$ cat src/rtl/acc_ctrl_pkg.sv
// Shared types and encodings for the accumulator-machine controller.
// ACC_CTRL_MOD_EN (optional) adds the MOD opcode, steering the remainder into ACC.
package acc_ctrl_pkg;

  localparam int unsigned OPC_W = 4;

  typedef enum logic [4:0] {
    FETCH1, FETCH2, FETCH3, DECODE,
    ALU_RD, ALU_WB, MUL_RD, MUL_WB,
    DIV_RD, DIV_START, DIV_WAIT, DIV_WB,
    LOAD_RD, LOAD_WB, STORE, JUMP,
    HALT, TRAP
  } state_t;

  localparam logic [OPC_W-1:0] OP_NOP   = 4'h0;
  localparam logic [OPC_W-1:0] OP_ADD   = 4'h1;
  localparam logic [OPC_W-1:0] OP_SUB   = 4'h2;
  localparam logic [OPC_W-1:0] OP_MUL   = 4'h3;
  localparam logic [OPC_W-1:0] OP_DIV   = 4'h4;
  localparam logic [OPC_W-1:0] OP_XOR   = 4'h5;
  localparam logic [OPC_W-1:0] OP_JMP   = 4'h6;
  localparam logic [OPC_W-1:0] OP_JZ    = 4'h7;
  localparam logic [OPC_W-1:0] OP_STORE = 4'h8;
  localparam logic [OPC_W-1:0] OP_LOAD  = 4'h9;
  localparam logic [OPC_W-1:0] OP_AND   = 4'hA;
  localparam logic [OPC_W-1:0] OP_OR    = 4'hB;
  localparam logic [OPC_W-1:0] OP_MOD   = 4'hC;
  localparam logic [OPC_W-1:0] OP_HALT  = 4'hF;

  localparam logic [1:0] ACC_SEL_ALU  = 2'd0;
  localparam logic [1:0] ACC_SEL_MDR  = 2'd1;
  localparam logic [1:0] ACC_SEL_QUOT = 2'd2;
  localparam logic [1:0] ACC_SEL_REM  = 2'd3;

  localparam logic [2:0] ALU_PASS = 3'd0;
  localparam logic [2:0] ALU_ADD  = 3'd1;
  localparam logic [2:0] ALU_MUL  = 3'd2;
  localparam logic [2:0] ALU_SUB  = 3'd3;
  localparam logic [2:0] ALU_XOR  = 3'd4;
  localparam logic [2:0] ALU_AND  = 3'd5;
  localparam logic [2:0] ALU_OR   = 3'd6;

  typedef struct packed {
    logic       mux_pc;
    logic       mux_mar;
    logic [1:0] mux_acc;
    logic       load_pc;
    logic       load_mar;
    logic       load_mdr;
    logic       load_ir;
    logic       load_acc;
    logic       mem_rw;
    logic [2:0] op_alu;
  } ctrl_t;

  function automatic logic [2:0] alu_op(input logic [OPC_W-1:0] op);
    case (op)
      OP_ADD:  return ALU_ADD;
      OP_SUB:  return ALU_SUB;
      OP_XOR:  return ALU_XOR;
      OP_AND:  return ALU_AND;
      OP_OR:   return ALU_OR;
      default: return ALU_PASS;
    endcase
  endfunction

  // Moore control word for a state; the opcode only refines ALU_WB and DIV_WB.
  function automatic ctrl_t ctrl_decode(input state_t s, input logic [OPC_W-1:0] op);
    ctrl_t c;
    c = '0;
    case (s)
      FETCH1: begin
        c.load_mar = 1'b1;
        c.load_pc  = 1'b1;
      end
      FETCH2, ALU_RD, MUL_RD, LOAD_RD, DIV_RD: c.load_mdr = 1'b1;
      FETCH3: c.load_ir = 1'b1;
      DECODE: begin
        c.load_mar = 1'b1;
        c.mux_mar  = 1'b1;
      end
      ALU_WB: begin
        c.load_acc = 1'b1;
        c.mux_acc  = ACC_SEL_ALU;
        c.op_alu   = alu_op(op);
      end
      MUL_WB: begin
        c.load_acc = 1'b1;
        c.op_alu   = ALU_MUL;
      end
      LOAD_WB: begin
        c.load_acc = 1'b1;
        c.mux_acc  = ACC_SEL_MDR;
      end
      DIV_WB: begin
        c.load_acc = 1'b1;
`ifdef ACC_CTRL_MOD_EN
        c.mux_acc  = (op == OP_MOD) ? ACC_SEL_REM : ACC_SEL_QUOT;
`else
        c.mux_acc  = ACC_SEL_QUOT;
`endif
      end
      STORE: c.mem_rw = 1'b1;
      JUMP: begin
        c.load_pc = 1'b1;
        c.mux_pc  = 1'b1;
      end
      default: c = '0;
    endcase
    return c;
  endfunction

endpackage

$ cat src/rtl/acc_ctrl_seq_divider.sv
// Restoring unsigned divider, one quotient bit per cycle; done pulses DW cycles after start.
module seq_divider #(
  parameter int unsigned DW = 16
) (
  input  logic          clk,
  input  logic          rst,
  input  logic          start,
  input  logic [DW-1:0] dividend,
  input  logic [DW-1:0] divisor,
  output logic [DW-1:0] quot,
  output logic [DW-1:0] rem,
  output logic          done
);

  localparam int unsigned CW = $clog2(DW + 1);

  logic          busy;
  logic [CW-1:0] cnt;
  logic [DW-1:0] part;
  logic [DW-1:0] shq;
  logic [DW-1:0] dvs;

  logic [DW-1:0] src_part_c;
  logic [DW-1:0] src_q_c;
  logic [DW-1:0] src_d_c;
  logic [DW:0]   shifted_c;
  logic [DW:0]   trial_c;
  logic [DW-1:0] step_part_c;
  logic [DW-1:0] step_q_c;

  // The start cycle already resolves the first quotient bit from the raw operands.
  always_comb begin
    src_part_c  = start ? '0 : part;
    src_q_c     = start ? dividend : shq;
    src_d_c     = start ? divisor : dvs;
    shifted_c   = {src_part_c, src_q_c[DW-1]};
    trial_c     = shifted_c - {1'b0, src_d_c};
    step_part_c = trial_c[DW] ? shifted_c[DW-1:0] : trial_c[DW-1:0];
    step_q_c    = {src_q_c[DW-2:0], ~trial_c[DW]};
  end

  always_ff @(posedge clk) begin
    if (rst) begin
      busy <= 1'b0;
      cnt  <= '0;
      part <= '0;
      shq  <= '0;
      dvs  <= '0;
      quot <= '0;
      rem  <= '0;
      done <= 1'b0;
    end else begin
      done <= 1'b0;
      if (start) begin
        part <= step_part_c;
        shq  <= step_q_c;
        dvs  <= divisor;
        cnt  <= CW'(DW - 1);
        busy <= 1'b1;
      end else if (busy) begin
        part <= step_part_c;
        shq  <= step_q_c;
        cnt  <= cnt - CW'(1);
        if (cnt == CW'(1)) begin
          busy <= 1'b0;
          done <= 1'b1;
          quot <= step_q_c;
          rem  <= step_part_c;
        end
      end
    end
  end

endmodule

$ cat src/rtl/acc_ctrl_seq.sv
// Multicycle fetch/decode/execute controller for the accumulator datapath with iterative divide.
// Optional ACC_CTRL_MOD_EN enables opcode 0xC (MOD) through the divide path.
module acc_ctrl_seq
  import acc_ctrl_pkg::*;
#(
  parameter int unsigned DW  = 16,
  parameter int unsigned OPW = 8
) (
  input  logic           clk,
  input  logic           rst,
  input  logic [OPW-1:0] opcode,
  input  logic           zflag,
  input  logic [DW-1:0]  acc_in,
  input  logic [DW-1:0]  mdr_in,
  output logic           muxPC,
  output logic           muxMAR,
  output logic [1:0]     muxACC,
  output logic           loadPC,
  output logic           loadMAR,
  output logic           loadMDR,
  output logic           loadIR,
  output logic           loadACC,
  output logic           MemRW,
  output logic [2:0]     opALU,
  output logic [DW-1:0]  quot,
  output logic           halted,
  output logic           illegal,
  output logic           divz
);

  state_t state;
  state_t state_next;
  ctrl_t  ctrl;
  ctrl_t  ctrl_next;

  logic [OPC_W-1:0] op_c;
  logic             op_legal_c;
  logic             div_start_c;
  logic             div_zero_c;
  logic             div_done;
  logic [DW-1:0]    div_rem_unused;

  assign op_c        = opcode[OPC_W-1:0];
  assign op_legal_c  = ((opcode >> OPC_W) == '0);
  assign div_start_c = (state == DIV_START) && (mdr_in != '0);
  assign div_zero_c  = (state == DIV_START) && (mdr_in == '0);

  // The remainder is only consumed by the datapath's own mux, not at this boundary.
  seq_divider #(.DW(DW)) u_div (
    .clk      (clk),
    .rst      (rst),
    .start    (div_start_c),
    .dividend (acc_in),
    .divisor  (mdr_in),
    .quot     (quot),
    .rem      (div_rem_unused),
    .done     (div_done)
  );

  always_ff @(posedge clk) begin
    if (rst) state <= FETCH1;
    else     state <= state_next;
  end

  // Next state, plus the control word of that state so the strobes register in step with it.
  always_comb begin
    state_next = state;
    ctrl_next  = '0;
    case (state)
      FETCH1: state_next = FETCH2;
      FETCH2: state_next = FETCH3;
      FETCH3: state_next = DECODE;
      DECODE: begin
        if (!op_legal_c) begin
          state_next = TRAP;
        end else begin
          case (op_c)
            OP_NOP:                              state_next = FETCH1;
            OP_ADD, OP_SUB, OP_XOR, OP_AND, OP_OR: state_next = ALU_RD;
            OP_MUL:                              state_next = MUL_RD;
            OP_DIV:                              state_next = DIV_RD;
`ifdef ACC_CTRL_MOD_EN
            OP_MOD:                              state_next = DIV_RD;
`endif
            OP_JMP:                              state_next = JUMP;
            OP_JZ:                               state_next = zflag ? JUMP : FETCH1;
            OP_STORE:                            state_next = STORE;
            OP_LOAD:                             state_next = LOAD_RD;
            OP_HALT:                             state_next = HALT;
            default:                             state_next = TRAP;
          endcase
        end
      end
      ALU_RD:    state_next = ALU_WB;
      MUL_RD:    state_next = MUL_WB;
      LOAD_RD:   state_next = LOAD_WB;
      DIV_RD:    state_next = DIV_START;
      DIV_START: state_next = (mdr_in == '0) ? FETCH1 : DIV_WAIT;
      DIV_WAIT:  state_next = div_done ? DIV_WB : DIV_WAIT;
      HALT:      state_next = HALT;
      default:   state_next = FETCH1;
    endcase
    ctrl_next = ctrl_decode(state_next, op_c);
  end

  always_ff @(posedge clk) begin
    if (rst) begin
      ctrl    <= ctrl_decode(FETCH1, OP_NOP);
      halted  <= 1'b0;
      illegal <= 1'b0;
      divz    <= 1'b0;
    end else begin
      ctrl    <= ctrl_next;
      halted  <= (state_next == HALT);
      illegal <= illegal | (state_next == TRAP);
      divz    <= divz | div_zero_c;
    end
  end

  assign muxPC   = ctrl.mux_pc;
  assign muxMAR  = ctrl.mux_mar;
  assign muxACC  = ctrl.mux_acc;
  assign loadPC  = ctrl.load_pc;
  assign loadMAR = ctrl.load_mar;
  assign loadMDR = ctrl.load_mdr;
  assign loadIR  = ctrl.load_ir;
  assign loadACC = ctrl.load_acc;
  assign MemRW   = ctrl.mem_rw;
  assign opALU   = ctrl.op_alu;

endmodule

$ cat config.mk
export PLATFORM = sky130hd
export DESIGN_NAME = acc_ctrl_seq
export DESIGN_NICKNAME = d
export VERILOG_FILES = /design/src/rtl/acc_ctrl_pkg.sv /design/src/rtl/acc_ctrl_seq_divider.sv /design/src/rtl/acc_ctrl_seq.sv
export SDC_FILE = /design/constraint.sdc
export NUM_CORES = 1
export LEC_CHECK = 0
export CAP_MARGIN = 20
export CORE_UTILIZATION = 59
export DETAILED_ROUTE_END_ITERATION = 10
export PLACE_DENSITY = 0.9
export SLEW_MARGIN = 20
export SYNTH_ARGS = -nofsm -noshare
export SYNTH_HDL_FRONTEND = slang
export SYNTH_SLANG_ARGS = --single-unit
$ cat constraint.sdc
create_clock -name clk -period 11.8 [get_ports clk]
set_input_delay 1.18 -clock clk [delete_from_list [all_inputs] [get_ports clk]]
set_output_delay 1.18 -clock clk [all_outputs]
set_load 0.01 [all_outputs]
* Word level (Yosys, flattened, before mapping)
Index checks and enable logic that the tools add are counted.
Storage, ports and cells: output and inout port bits 32, flip-flop bits (word level) 92, word-level logic and storage cells 115, input bits 43
Operators by class: eq/ne operators 38, add/sub/neg operators 2, reduce and logical (&&, ||, !) cells 17, multiplexer cells 31, bitwise operators 5
Operators with widths (count):
- 2-to-1 mux 16 bit | 8
- one-hot mux 5 bit (11 select lines) | 1
- == test 5 x 4 -> 1 bit, second input constant | 10
- one-hot mux 5 bit (9 select lines) | 1
- == test 5 x 3 -> 1 bit, second input constant | 6
- == test 4 bit, second input constant | 5
- == test 5 x 2 -> 1 bit, second input constant | 4
- subtractor 17 x 16 -> 17 bit | 1
- == test 4 x 3 -> 1 bit, second input constant | 4
- logical NOT 16 bit | 1
- 2-to-1 mux 4 bit | 4
- nonzero test 16 bit | 1
- == test 5 x 1 -> 1 bit, second input constant | 3
- == test 5 bit, second input constant | 3
- one-hot mux 3 bit (5 select lines) | 1
- 2-to-1 mux 1 bit | 13
- logical NOT 5 bit | 2
- OR reduction 5 bit | 2
- == test 4 x 2 -> 1 bit, second input constant | 2
- logical NOT 8 bit | 1
- one-hot mux 3 bit (2 select lines) | 1
- OR reduction 2 bit | 3
- 2-to-1 mux 5 bit | 1
- subtractor 5 x 1 -> 5 bit, second input constant | 1
- other kinds (10) | 14

* Depth between registers and ports, before layout
word-level depth 8, gate-level depth with buffers 17, depth with buffers taken out 14

* Modules after synthesis
Synthesis repeated with hierarchy kept, for this count alone.
Unflattened totals: cell total of the unflattened synthesis 634, area, all modules 5693.0 µm²
Modules (own cells, without submodules):
- seq_divider | cells each 499, times used 1, area an instance 4459.3 µm²
- acc_ctrl_seq | cells each 135, times used 1, area an instance 1233.7 µm²

* Worst setup path after synthesis
No wires, ideal clock.
path kind input -> register, start point in mdr_in[7], end point reg u_div.part[1], library setup time 0.086 ns, arrival 4.747 ns, stages 15, slack 6.967 ns, data required time 11.714 ns, cell sequence nor4_1 nand4_1 nand2_1 buf_2 buf_1 mux2i_1 inv_1 fa_1 nand2b_1 a21oi_1 o32ai_4 o31a_4 xnor2_2 mux2_1 a211oi_1
Between the ends: longest elaborated chain between the ends 7, elaborated cells between the ends (all ways) 10, classes of those cells add/sub (1); mux (6); reduce/logical (3)
Ends and longest elaborated chain:
- from (decl) | RTL line acc_ctrl_seq.sv:14 | input logic [DW-1:0] mdr_in,
- nonzero test 16 bit (*) | RTL line acc_ctrl_seq.sv:45 | assign div_start_c = (state == DIV_START) && (mdr_in != '0);
- logical AND 1 bit (*) | RTL line acc_ctrl_seq.sv:45
- 2-to-1 mux 16 bit (*)
- named net u_div.src_d_c[1] | RTL line acc_ctrl_seq_divider.sv:25 | logic [DW-1:0] src_d_c;
- subtractor 17 x 16 -> 17 bit (*) | RTL line acc_ctrl_seq_divider.sv:37 | trial_c = shifted_c - {1'b0, src_d_c};
- 2-to-1 mux 16 bit (*) | RTL line acc_ctrl_seq_divider.sv:38 | step_part_c = trial_c[DW] ? shifted_c[DW-1:0] : trial_c[DW-1:0];
- 2-to-1 mux 16 bit | RTL line acc_ctrl_seq_divider.sv:60 | end else if (busy) begin
- 2-to-1 mux 16 bit (*) | RTL line acc_ctrl_seq_divider.sv:54 | if (start) begin
- to (signal assigned) | RTL line acc_ctrl_seq_divider.sv:55 | part <= step_part_c;
- to (signal assigned) | RTL line acc_ctrl_seq_divider.sv:61 | part <= step_part_c;
- to (decl) | RTL line acc_ctrl_seq_divider.sv:19 | logic [DW-1:0] part;
Mark *: on every way through the listed nets, which the timed path passes. The rest lies on a longest branch. The select of a mux whose other input is x is not followed. A chain may end at the register's enable or synchronous reset.

* Worst setup path after layout
start point in mdr_in[7], end point reg u_div.part[13]
Between the ends: longest elaborated chain between the ends 7, elaborated cells between the ends (all ways) 10, classes of those cells add/sub (1); mux (6); reduce/logical (3)
Ends and longest elaborated chain (RTL line):
- nonzero test 16 bit | acc_ctrl_seq.sv:45
- logical AND 1 bit | acc_ctrl_seq.sv:45
- 2-to-1 mux 16 bit (on tied branches)
- subtractor 17 x 16 -> 17 bit | acc_ctrl_seq_divider.sv:37
- 2-to-1 mux 16 bit | acc_ctrl_seq_divider.sv:38
- 2-to-1 mux 16 bit | acc_ctrl_seq_divider.sv:60
- 2-to-1 mux 16 bit | acc_ctrl_seq_divider.sv:54
Parallel ways exist; a longest one is shown, timed or not. The select of a mux whose other input is x is not followed.

==> impl_metrics.json <==
{
  "syn_area_per_cell_sq_um": 8.56,
  "crit_type": "in2reg",
  "clk_latency_ns": 0.37,
  "avgRoutedWirePerCell_um": 17.1,
  "num_rows": 33,
  "max_freq_ghz": 0.175,
  "io_pins": 75,
  "grtUsageMet1_pct": 36.6,
  "synth_top_area_share_pct": 36.7,
  "post_cts_resized": 0,
  "rsz0062_at_grt": "no",
  "final_cell_mix": "dfxtp_1 (92), clkdlybuf4s50_1 (73), nor2_1 (72)",
  "fin_crit_sh_pct": 48.3,
  "slew_headroom_pct": 42.9,
  "drtIter0Drc": 421,
  "worst_ep_arrival_time_ns": 5.92,
  "synthDistinctLibCells": 76,
  "dieArea_sq_mm": 0.00889,
  "ys_seq_area_share_pct": 36.7,
  "finClkSkew_ns": 0.0161,
  "io_buffers": 74,
  "crit_path_start_kind": "primary input",
  "synth_nets": 649,
  "final_nets": 703,
  "gp_congestion": 0.952,
  "start_util_pct": 61.1,
  "cts_buffers": 9,
  "grt_antenna_before_repair": 0,
  "htreeDepth": 3,
  "syn_area_sq_mm": 0.00502,
  "route.vias.total": 4637,
  "hp-class": "reg2reg",
  "hpwl_mm": 9.12,
  "synthArstFlopShare_pct": 0,
  "finalHoldViolCount": 0,
  "drive_above_1_share_pct": 6.81,
  "n_antenna_cell": 0,
  "p_per_area_mw_per_mm2": 100,
  "p_leak_nw": 2.30,
  "setup_violations": 0,
  "ir_worst_vdd_mv": 0.0795,
  "drtPass1Iterations": 5,
  "crit_required_ns": 12.01,
  "grt_pass1_wl_mm": 20.4,
  "ys_seq_elements": 92,
  "yosys.area.top_type": "dfxtp_1",
  "maxCapViolations": 0,
  "layout.cells.most_common": "dfxtp_1",
  "grt_use_total_pct": 29.2,
  "slew_violations": 0,
  "clkTransAtPathRegs_ns": 0.10,
  "clk_path_buf_depth": 2,
  "yosysWarnings": 0,
  "r2r_cells": 13,
  "core_sq_mm": 0.00822,
  "tightest_slew_ns": 0.857,
  "viasPerCell": 6.17,
  "clockRootBuffer": "clkbuf_8",
  "grt_overflow_total": 0,
  "grt.busiest_layer": "met2",
  "wirelength_mm": 12.9,
  "synth_edf_count": 0,
  "use_met3_pct": 4.13,
  "synth-main-ff-cell": "dfxtp_1",
  "die_height_um": 94.3,
  "synthTopCellsByArea": "dfxtp_1 (37%), mux2i_1 (6.8%), nor2_1 (5.4%), nand2_1 (4.9%), a21oi_1 (4.6%)",
  "postCtsHoldBufs": 0,
  "ant_nets": 0,
  "area_growth_pct": 19.1,
  "finalCriticalPeriod_ns": 5.70,
  "grt_max_degree": 82,
  "synthCells": 587,
  "setup.worst_path.end": "u_div.part[13]$_SDFFE_PP0P_",
  "use_met2_pct": 49.9,
  "cp_max_fo": 78,
  "worstSetupEndpointType": "flip-flop",
  "status": "complete, no violations",
  "first_global_vias": 4388,
  "setup_total_negative_slack_ns": 0,
  "startpoint": "mdr_in[7]",
  "cts_setup_buffers": 0,
  "cts_tree": "done",
  "final_cell_area_sq_mm": 0.00598,
  "r2r_start": "state[2]$_SDFF_PP0_",
  "placed_cell_area_sq_mm": 0.00577,
  "worstReg2RegEnd": "u_div.part[13]$_SDFFE_PP0P_",
  "cts.sinks": 92,
  "remaining_drc_errors": 0,
  "reg2reg_slack_ns": 7.25,
  "die_width_um": 94.3
}
==> final cells by class <==
class,instances,area [sq um]
Sequential cell,92,1840
Tap cell,105,131
Inverter,14,52.6
Clock buffer,10,138
Multi-Input combinational cell,447,2980
Fill cell,601,2230
Timing Repair Buffer,77,758
Clock inverter,6,77.6
==> cell usage after synthesis (all sizes together), types with 10 or more instances <==
cell type,n
a211oi,21
a21oi,47
and2,17
buf,10
clkbuf,24
dfxtp,92
ha,18
inv,14
mux2i,34
nand2,65
nand2b,12
nor2,72
nor3,10
o21ai,20
xnor2,18
==> worst min-delay path by stage <==
stage / startpoint / endpoint / slack, ns / cells after the start
2_1_floorplan: u_div.shq[9]$_SDFFE_PP0P_ / u_div.quot[10]$_SDFFE_PP0P_ / 0.44 / 2
3_3_place_gp: u_div.quot[13]$_SDFFE_PP0P_ / u_div.quot[13]$_SDFFE_PP0P_ / 0.45 / 2
3_5_place_dp: u_div.quot[10]$_SDFFE_PP0P_ / u_div.quot[10]$_SDFFE_PP0P_ / 0.45 / 2
4_1_cts: u_div.quot[10]$_SDFFE_PP0P_ / u_div.quot[10]$_SDFFE_PP0P_ / 0.46 / 2
5_1_grt: u_div.quot[3]$_SDFFE_PP0P_ / u_div.quot[3]$_SDFFE_PP0P_ / 0.49 / 2
6_report: u_div.quot[10]$_SDFFE_PP0P_ / u_div.quot[10]$_SDFFE_PP0P_ / 0.46 / 2
==> stage by stage <==
step / std cells / util, % / power, mW / hold slack [ns] / worst slack [ns]
floorplan: 587 / - / 0.348 / 0.444 / 6.97
finish: 751 / 72.8 / 0.598 / 0.462 / 6.10
global route: 751 / 72.8 / 0.616 / 0.489 / 5.68
global placement: 735 / 70.2 / 0.372 / 0.445 / 5.99
detailed placement: 735 / 70.2 / 0.375 / 0.447 / 5.76
CTS: 751 / 72.8 / 0.599 / 0.462 / 6.18
==> worst max-delay path, cell delays in order <==
cell	delay (ns)
clkdlybuf4s50_1	0.42
nor4_1	0.40
nand4_1	0.22
nand2_2	0.24
buf_4	0.66
nand2_1	0.23
fa_1	0.48
nand2b_1	0.19
a21oi_1	0.23
o32ai_4	0.16
o31ai_4	0.63
xnor2_1	0.32
a2111oi_1	0.40
nor3_1	0.08
==> power by group <==
group / switching, mW / total [mW] / internal, mW / leakage (nW)
Combinational: 0.0263 / 0.0527 / 0.0263 / 1.45
Clock: 0.122 / 0.229 / 0.108 / 0.107
Sequential: 0.00220 / 0.316 / 0.314 / 0.742
==> cells by family (layout without fill, tap and decap cells) <==
family | count (synthesis) | in the layout | synth area share, %
simple gates | 221 | 221 | 21.7
compound gates | 148 | 148 | 21.0
flops | 92 | 92 | 36.7
buf+inv | 48 | 107 | 3.99
mux | 37 | 37 | 7.45
xor+xnor | 22 | 22 | 4.36
fa+ha+maj | 19 | 19 | 4.88
==> flip-flops by register name, indices dropped and copies added (netlist names) <==
name        cells
MemRW           1
divz            1
halted          1
illegal         1
loadACC         1
loadIR          1
loadMAR         1
loadMDR         1
loadPC          1
muxACC          2
muxMAR          1
muxPC           1
opALU           3
state           5
u_div.busy      1
u_div.cnt       5
u_div.done      1
u_div.dvs      16
u_div.part     16
u_div.quot     16
u_div.shq      16
==> routing by layer <==
layer / wire length (um) / vias up / part of all wire, %
li1: - / 2207 / -
met2: 6390 / 182 / 50
met3: 816 / 30 / 6.3
met5: 0 / - / 0
met1: 5350 / 2218 / 42
met4: 319 / 0 / 2.5
Note: power is estimated with default switching activity, not from simulation.
